### src/rtl/alu_pipelined_stream.sv
// Streaming chunked ripple-carry ALU: one operation per cycle, carry/borrow registered between chunk stages.
// Define ALU_PIPELINED_STREAM_FLAGS_EN to add the registered out_c/out_z/out_v flag outputs.
module alu_pipelined_stream #(
  parameter int WIDTH   = 32,
  parameter int LATENCY = 4
) (
  input  logic             clk,
  input  logic             rst,
  input  logic             in_valid,
  output logic             in_ready,
  input  logic [2:0]       in_op,
  input  logic [WIDTH-1:0] in_a,
  input  logic [WIDTH-1:0] in_b,
  output logic             out_valid,
  input  logic             out_ready,
  output logic [WIDTH-1:0] out_result
`ifdef ALU_PIPELINED_STREAM_FLAGS_EN
  ,
  output logic             out_c,
  output logic             out_z,
  output logic             out_v
`endif
);

  localparam int AW    = (WIDTH + LATENCY - 1) / LATENCY;
  localparam int CC    = (WIDTH + AW - 1) / AW;
  localparam int LASTW = WIDTH - (CC - 1) * AW;

  typedef enum logic [2:0] {
    OP_ADD   = 3'd0,
    OP_SUB   = 3'd1,
    OP_AND   = 3'd2,
    OP_OR    = 3'd3,
    OP_XOR   = 3'd4,
    OP_EQ    = 3'd5,
    OP_LTU   = 3'd6,
    OP_PASSA = 3'd7
  } op_e;

  logic             w_adv;
  logic             r_vld [LATENCY];
  op_e              r_op  [LATENCY];
  logic [WIDTH-1:0] r_a   [LATENCY];
  logic [WIDTH-1:0] r_b   [LATENCY];
  logic [WIDTH-1:0] r_res [LATENCY];
  logic             r_cy  [LATENCY];  // carry for ADD, borrow for SUB/LTU
  logic             r_eq  [LATENCY];
`ifdef ALU_PIPELINED_STREAM_FLAGS_EN
  logic             r_z   [LATENCY];
  logic             r_v   [LATENCY];
`endif

  assign w_adv    = !out_valid || out_ready;
  assign in_ready = w_adv;

  for (genvar s = 0; s < LATENCY; s++) begin : g_st
    logic             w_vld_i;
    op_e              w_op_i;
    logic [WIDTH-1:0] w_a_i;
    logic [WIDTH-1:0] w_b_i;
    logic [WIDTH-1:0] w_res_i;
    logic             w_cy_i;
    logic             w_eq_i;
    logic [WIDTH-1:0] w_res_n;
    logic             w_cy_n;
    logic             w_eq_n;
`ifdef ALU_PIPELINED_STREAM_FLAGS_EN
    logic             w_z_i;
    logic             w_v_i;
    logic             w_z_n;
    logic             w_v_n;
`endif

    if (s == 0) begin : g_head
      assign w_vld_i = in_valid;
      assign w_op_i  = op_e'(in_op);
      assign w_a_i   = in_a;
      assign w_b_i   = in_b;
      assign w_res_i = '0;
      assign w_cy_i  = 1'b0;
      assign w_eq_i  = 1'b1;
`ifdef ALU_PIPELINED_STREAM_FLAGS_EN
      assign w_z_i   = 1'b1;
      assign w_v_i   = 1'b0;
`endif
    end else begin : g_link
      assign w_vld_i = r_vld[s-1];
      assign w_op_i  = r_op[s-1];
      assign w_a_i   = r_a[s-1];
      assign w_b_i   = r_b[s-1];
      assign w_res_i = r_res[s-1];
      assign w_cy_i  = r_cy[s-1];
      assign w_eq_i  = r_eq[s-1];
`ifdef ALU_PIPELINED_STREAM_FLAGS_EN
      assign w_z_i   = r_z[s-1];
      assign w_v_i   = r_v[s-1];
`endif
    end

    if (s < CC) begin : g_alu
      localparam int LO = s * AW;
      localparam int SZ = (s == CC - 1) ? LASTW : AW;
      localparam logic [AW:0]   MASK_W = ((AW+1)'(1) << SZ) - (AW+1)'(1);
      localparam logic [AW-1:0] MASK   = MASK_W[AW-1:0];

      logic [AW-1:0] w_ac;
      logic [AW-1:0] w_bc;
      logic [AW-1:0] w_bx;
      logic [AW-1:0] w_rc;
      logic [AW:0]   w_sum;
      logic          w_sub;
      logic          w_cout;

      always_comb begin
        w_sub   = (w_op_i == OP_SUB) || (w_op_i == OP_LTU);
        w_ac    = AW'(w_a_i >> LO) & MASK;
        w_bc    = AW'(w_b_i >> LO) & MASK;
        w_bx    = (w_sub ? ~w_bc : w_bc) & MASK;
        // subtraction runs as a + ~b + !borrow_in, so borrow_out = !carry_out
        w_sum   = {1'b0, w_ac} + {1'b0, w_bx} + (AW+1)'(w_sub ? !w_cy_i : w_cy_i);
        w_cout  = w_sum[SZ];
        case (w_op_i)
          OP_ADD, OP_SUB: w_rc = w_sum[AW-1:0] & MASK;
          OP_AND:         w_rc = w_ac & w_bc;
          OP_OR:          w_rc = w_ac | w_bc;
          OP_XOR:         w_rc = w_ac ^ w_bc;
          OP_PASSA:       w_rc = w_ac;
          default:        w_rc = '0;
        endcase
        w_eq_n  = w_eq_i && (w_ac == w_bc);
        w_cy_n  = (w_op_i == OP_ADD) ? w_cout : (w_sub ? !w_cout : 1'b0);
        w_res_n = w_res_i | (WIDTH'(w_rc) << LO);
`ifdef ALU_PIPELINED_STREAM_FLAGS_EN
        w_z_n   = w_z_i && (w_rc == '0);
        w_v_n   = w_v_i;
`endif
        if (s == CC - 1) begin
          if (w_op_i == OP_EQ) begin
            w_res_n = WIDTH'(w_eq_n);
          end else if (w_op_i == OP_LTU) begin
            w_res_n = WIDTH'(w_cy_n);
          end
`ifdef ALU_PIPELINED_STREAM_FLAGS_EN
          if (w_op_i == OP_EQ) begin
            w_z_n = !w_eq_n;
          end else if (w_op_i == OP_LTU) begin
            w_z_n = !w_cy_n;
          end
          case (w_op_i)
            OP_ADD:  w_v_n = (w_a_i[WIDTH-1] == w_b_i[WIDTH-1]) && (w_res_n[WIDTH-1] != w_a_i[WIDTH-1]);
            OP_SUB:  w_v_n = (w_a_i[WIDTH-1] != w_b_i[WIDTH-1]) && (w_res_n[WIDTH-1] != w_a_i[WIDTH-1]);
            default: w_v_n = 1'b0;
          endcase
`endif
        end
      end
    end else begin : g_pad
      assign w_res_n = w_res_i;
      assign w_cy_n  = w_cy_i;
      assign w_eq_n  = w_eq_i;
`ifdef ALU_PIPELINED_STREAM_FLAGS_EN
      assign w_z_n   = w_z_i;
      assign w_v_n   = w_v_i;
`endif
    end

    always_ff @(posedge clk or posedge rst) begin
      if (rst) begin
        r_vld[s] <= 1'b0;
        r_op[s]  <= OP_ADD;
        r_a[s]   <= '0;
        r_b[s]   <= '0;
        r_res[s] <= '0;
        r_cy[s]  <= 1'b0;
        r_eq[s]  <= 1'b0;
`ifdef ALU_PIPELINED_STREAM_FLAGS_EN
        r_z[s]   <= 1'b0;
        r_v[s]   <= 1'b0;
`endif
      end else if (w_adv) begin
        r_vld[s] <= w_vld_i;
        r_op[s]  <= w_op_i;
        r_a[s]   <= w_a_i;
        r_b[s]   <= w_b_i;
        r_res[s] <= w_res_n;
        r_cy[s]  <= w_cy_n;
        r_eq[s]  <= w_eq_n;
`ifdef ALU_PIPELINED_STREAM_FLAGS_EN
        r_z[s]   <= w_z_n;
        r_v[s]   <= w_v_n;
`endif
      end
    end
  end

  assign out_valid  = r_vld[LATENCY-1];
  assign out_result = r_res[LATENCY-1];
`ifdef ALU_PIPELINED_STREAM_FLAGS_EN
  assign out_c = r_cy[LATENCY-1];
  assign out_z = r_z[LATENCY-1];
  assign out_v = r_v[LATENCY-1];
`endif

endmodule

### config.mk
export PLATFORM = sky130hd
export DESIGN_NAME = alu_pipelined_stream
export DESIGN_NICKNAME = d
export VERILOG_FILES = /design/src/rtl/alu_pipelined_stream.sv
export SDC_FILE = /design/constraint.sdc
export NUM_CORES = 1
export LEC_CHECK = 0
export CORE_ASPECT_RATIO = 1.75
export CORE_UTILIZATION = 58
export DETAILED_ROUTE_END_ITERATION = 12
export GPL_ROUTABILITY_DRIVEN = 0
export PLACE_DENSITY = 0.84
export SETUP_SLACK_MARGIN = 0.05
export SLEW_MARGIN = 30
export SYNTH_ARGS = -nofsm -noshare
export SYNTH_HDL_FRONTEND = slang
export SYNTH_SLANG_ARGS = --single-unit
export TNS_END_PERCENT = 50
### constraint.sdc
create_clock -name clk -period 8.8 [get_ports clk]
set_input_delay 1.76 -clock clk [delete_from_list [all_inputs] [get_ports clk]]
set_output_delay 1.76 -clock clk [all_outputs]
set_load 0.01 [all_outputs]
Yosys cells after proc, flatten, opt, wreduce, memory -nomap -nowiden --
Cells that the tools add are included.
Storage, ports and cells: logic and storage cells 125, register bits after elaboration 315
Operators by class: reduce and logical (&&, ||, !) cells 24, muxes and demuxes 22, equal/unequal tests 29, bitwise gates (word level) 19, add/subtract/negate cells 8
Operators with widths (number):
- case mux 8 bit (5 select lines) | 4
- 2-to-1 mux 32 bit | 2
- == test 3 bit (second input constant) | 13
- adder 8 x 8 -> 9 bit | 4
- adder 9 x 1 -> 9 bit | 4
- AND 8 bit | 4
- == test 8 bit | 4
- 2-to-1 mux 8 bit | 4
- NOT 8 bit | 4
- bitwise OR 32 x 24 -> 32 bit | 1
- bitwise OR 32 bit | 1
- bitwise OR 8 bit | 4
- bitwise XOR 8 bit | 4
- == test 3 x 2 -> 1 bit (second input constant) | 8
- bitwise OR 8 x 16 -> 16 bit | 1
- == test 3 x 1 -> 1 bit (second input constant) | 4
- zero test 3 bit | 4
- 2-to-1 mux 1 bit | 12
- zero test 1 bit | 8
- OR reduction 2 bit | 4
- logical OR 1 bit | 5
- logical AND 1 bit | 3

Depth between registers and ports, before layout --
depth after elaboration 10, mapped depth 13, gate-level depth less buffers 11

Worst setup path after synthesis --
No wires, ideal clock.
kind input to output, start input out_ready, end output in_ready, arrival time 2.634 ns, stages 5, buffers on the path 3, path slack 4.406 ns, cell sequence nor2b_1 > buf_2 > clkinv_1 > clkbuf_1 > clkbuf_1
Between the ends: longest elaborated chain between the ends 1
RTL lines:
- start, declared | line 15 | input logic out_ready,
- logical OR 1 bit | line 53 | assign w_adv = !out_valid || out_ready;
- end, declared | line 10 | output logic in_ready,
Every way passes these cells.

Worst setup path after layout --
Ends and elaborated chain as after synthesis.

==> reports/metrics.yaml <==
setup_path:
  rr_worst_depth: 11
  max_stage_delay_ns: 0.70
  r2r_start: "g_st[2].w_op_i[2]"
  required_ns: 7.04
  crit_top_cell: "clkdlybuf4s50_1"
  cp_top_family: "buffers and inverters"
  cp_num_buf_inv: 4
  critPathArrivalTime_ns: 4.09
  timing.setup.critical_path_class: "input pin to primary output"
  crit_chain: "clkdlybuf4s50_1, nor2b_4, buf_4, inv_4, clkdlybuf4s50_1"
  slowest_stage: "inv_4"
  r2r_end: "g_st[3].w_cy_i"
  worstSetupStartpointType: "input pin"
  end_kind: "primary output"
  path_max_fanout: 95
  reg2reg_slack_ns: 4.70
clock_network:
  clock_sinks: 195
  clockBufferDepth: 2
  post_cts_resized: 0
  clkSlewWorstSetupHoldPaths_ns: 0.07
  clock_latency_ns: 0.45
  clock_tree.root_cell: "clkbuf_16"
  post-cts-setup-buffers: 0
  cts_made_buffers: 17
  cts.htree.levels: 4
  cts_tree: "built"
  hold_buffers: 0
synth:
  ys_seq_area_share_pct: 44.0
  synthSimpleGateAreaFrac_pct: 16.8
  avgSynthCellArea_sq_um: 8.94
  syn_nets: 1411
  synth_xor_area_share_pct: 4.02
  synthAdderAreaFrac_pct: 11.6
  synth_top_family_by_area: "compound AO/OA/AOI/OAI gates"
  synth_mux_area_share_pct: 0.744
  synthFlopType: "dfrtp_1"
  ys_ff_latch: 195
  synth_warnings: 0
  synth_cell_types: 58
  syn-cell-area_sq_um: 11100
  synth-compound-area-share_pct: 17.8
  synth_edf_count: 0
  syn-instance-count: 1241
  async_flop_share_pct: 100
layout:
  n_antenna_cell: 0
  areaGrowthSynthToFinish_pct: 15.7
  final_cell_mix: "330 x nand2_1, 195 x dfrtp_1, 104 x clkdlybuf4s50_1"
  finalNetCount: 1471
  drive_gt1_share_pct: 3.88
  final_common_cell: "nand2_1"
  design_area_sq_um: 12800
  fill_cells: 1476
detailed_routing:
  drt.antenna.violating_nets: 0
  drc: 0
  wl_per_cell_um: 16.0
  vias: 8937
  first_pass_iters: 5
  wl_um: 24800
  drtIter0Drc: 583
  vias_per_cell: 5.76
place:
  pre_cts_slack_ns: 2.96
  dpl.hpwl_um: 17000
  placed_area_sq_um: 12200
  port_buffers: 104
hold_path:
  hold_start: "g_st[2].w_b_i[28]"
  hold_path_end: "g_st[2].w_b_i[28]"
  hold_class: "flip-flop to flip-flop"
  hold_depth: 2
pwr:
  p_per_area_nw_per_um2: 375
  p_leak_nw: 6.24
  vdd_drop_max_uv: 218
sta:
  setup_viol: 0
  finalCritPeriodShare_pct: 66.5
  maxSlewViolCount: 0
  rsz0062_at_grt: "no"
  setup_ws_ns: 2.95
  setup-tns-final_ns: 0
  max_slew_margin_pct: 38.9
  hold_viol: 0
  worst_slew_pin_slew_ns: 0.917
  period_minus_slack_ns: 5.85
  max_freq_ghz: 0.171
  fin_skew_ns: 0.0119
global_route:
  grt_max_degree: 122
  grt_pass1_vias: 8877
  grt_pass1_wl_um: 41500
  antenna_found_initial: 0
  track_usage_pct: 26.4
  overflow: 0
die:
  io_pins: 105
  start_util_pct: 59.5
  rows: 66
  die_height_um: 185
  fp.coreArea_sq_um: 18700
  dieArea_sq_um: 19700
  die_w_um: 107
job:
  cap_violations: 0
run_status:
  outcome: "completed"
## power breakdown
part | internal, mW | switching (mW)
clock | 0.433 | 0.373
combinational | 1.09 | 1.33
sequential | 1.25 | 0.334
## cell type report
class	count	area, sq um	area share, %
clock buffers	17	425	3.31
clock inverters	15	185	1.44
inverters	75	292	2.27
multi-input cells	901	5670	44.1
flip-flops and latches	195	4880	38.0
well taps	238	298	2.32
repair buffers	111	1100	8.54
## through the flow
step	cells	utilization [%]	hold WS (ns)	total power, mW
2_1_floorplan	1241	-	0.430	3.31
3_3_place_gp	1520	65.5	0.448	3.88
3_5_place_dp	1520	65.5	0.455	3.98
4_1_cts	1552	68.8	0.468	4.81
5_1_grt	1552	68.8	0.481	5.20
6_report	1552	68.8	0.468	4.82
## routing by layer
layer	GRT usage, %	up-vias	share of wire [%]
li1	-	4326	-
met1	30.3	4296	40
met2	48.1	248	53
met3	3.84	67	3.7
met4	12.2	0	3.2
met5	0	-	0
## how the worst max path moves through the flow
stage,startpoint,endpoint,slack [ns],cells past startpoint
floorplan,rst,g_st[1].w_a_i[10],1.73,1
global placement,out_ready,in_ready,2.98,5
detailed placement,out_ready,in_ready,2.96,5
CTS,out_ready,in_ready,2.98,5
global route,out_ready,in_ready,2.84,5
finish,out_ready,in_ready,2.95,5
## registers in the layout, indices dropped and copies added (netlist names)
register,flops
g_st.w_vld_i,3
g_st.w_eq_i,3
g_st.w_a_i,48
out_result,32
g_st.w_op_i,9
g_st.w_res_i,48
out_valid,1
g_st.w_cy_i,3
g_st.w_b_i,48
## worst register-to-register path, stage by stage (launching register included)
cell and delay (ns):
dfrtp_1 0.79, nor2_1 0.23, and2_1 0.23, nor2_2 0.52, xnor2_1 0.19, fa_1 0.50, fa_1 0.48, a211oi_1 0.41
o21bai_1 0.15, a31oi_1 0.22, or4_1 0.13, a31oi_1 0.08
## Yosys cell counts (4+ instances only)
master	n	area (sq um)
mux2i_1	6	60.1
xnor2_1	36	315
nor3_1	9	45.0
a211oi_1	17	128
o21a_1	8	60.1
fa_1	7	140
o21ai_0	83	415
or3_1	5	31.3
o221ai_1	4	35.0
dfrtp_1	195	4880
nor4_1	6	37.5
a22o_1	47	412
o211ai_1	4	30.0
inv_1	74	278
a221oi_1	4	35.0
a31oi_1	4	25.0
clkbuf_1	52	195
nor2_1	47	176
buf_1	6	22.5
o21bai_1	6	45.0
a21o_1	9	67.6
nand2b_1	5	31.3
xor2_1	15	131
nand2_1	330	1240
ha_1	92	1150
and2_1	5	31.3
o22ai_1	10	62.6
buf_2	11	55.1
a22oi_1	33	248
a21oi_1	50	250
nand3_1	5	25.0
nor2b_1	14	87.6
o31ai_1	4	30.0
## logic make-up after synthesis
group / Yosys count
fa+ha+maj: 99
mux: 8
buf+inv: 145
simple gates: 446
flops: 195
compound gates: 297
xor+xnor: 51
(Power assumes the default switching activity.)
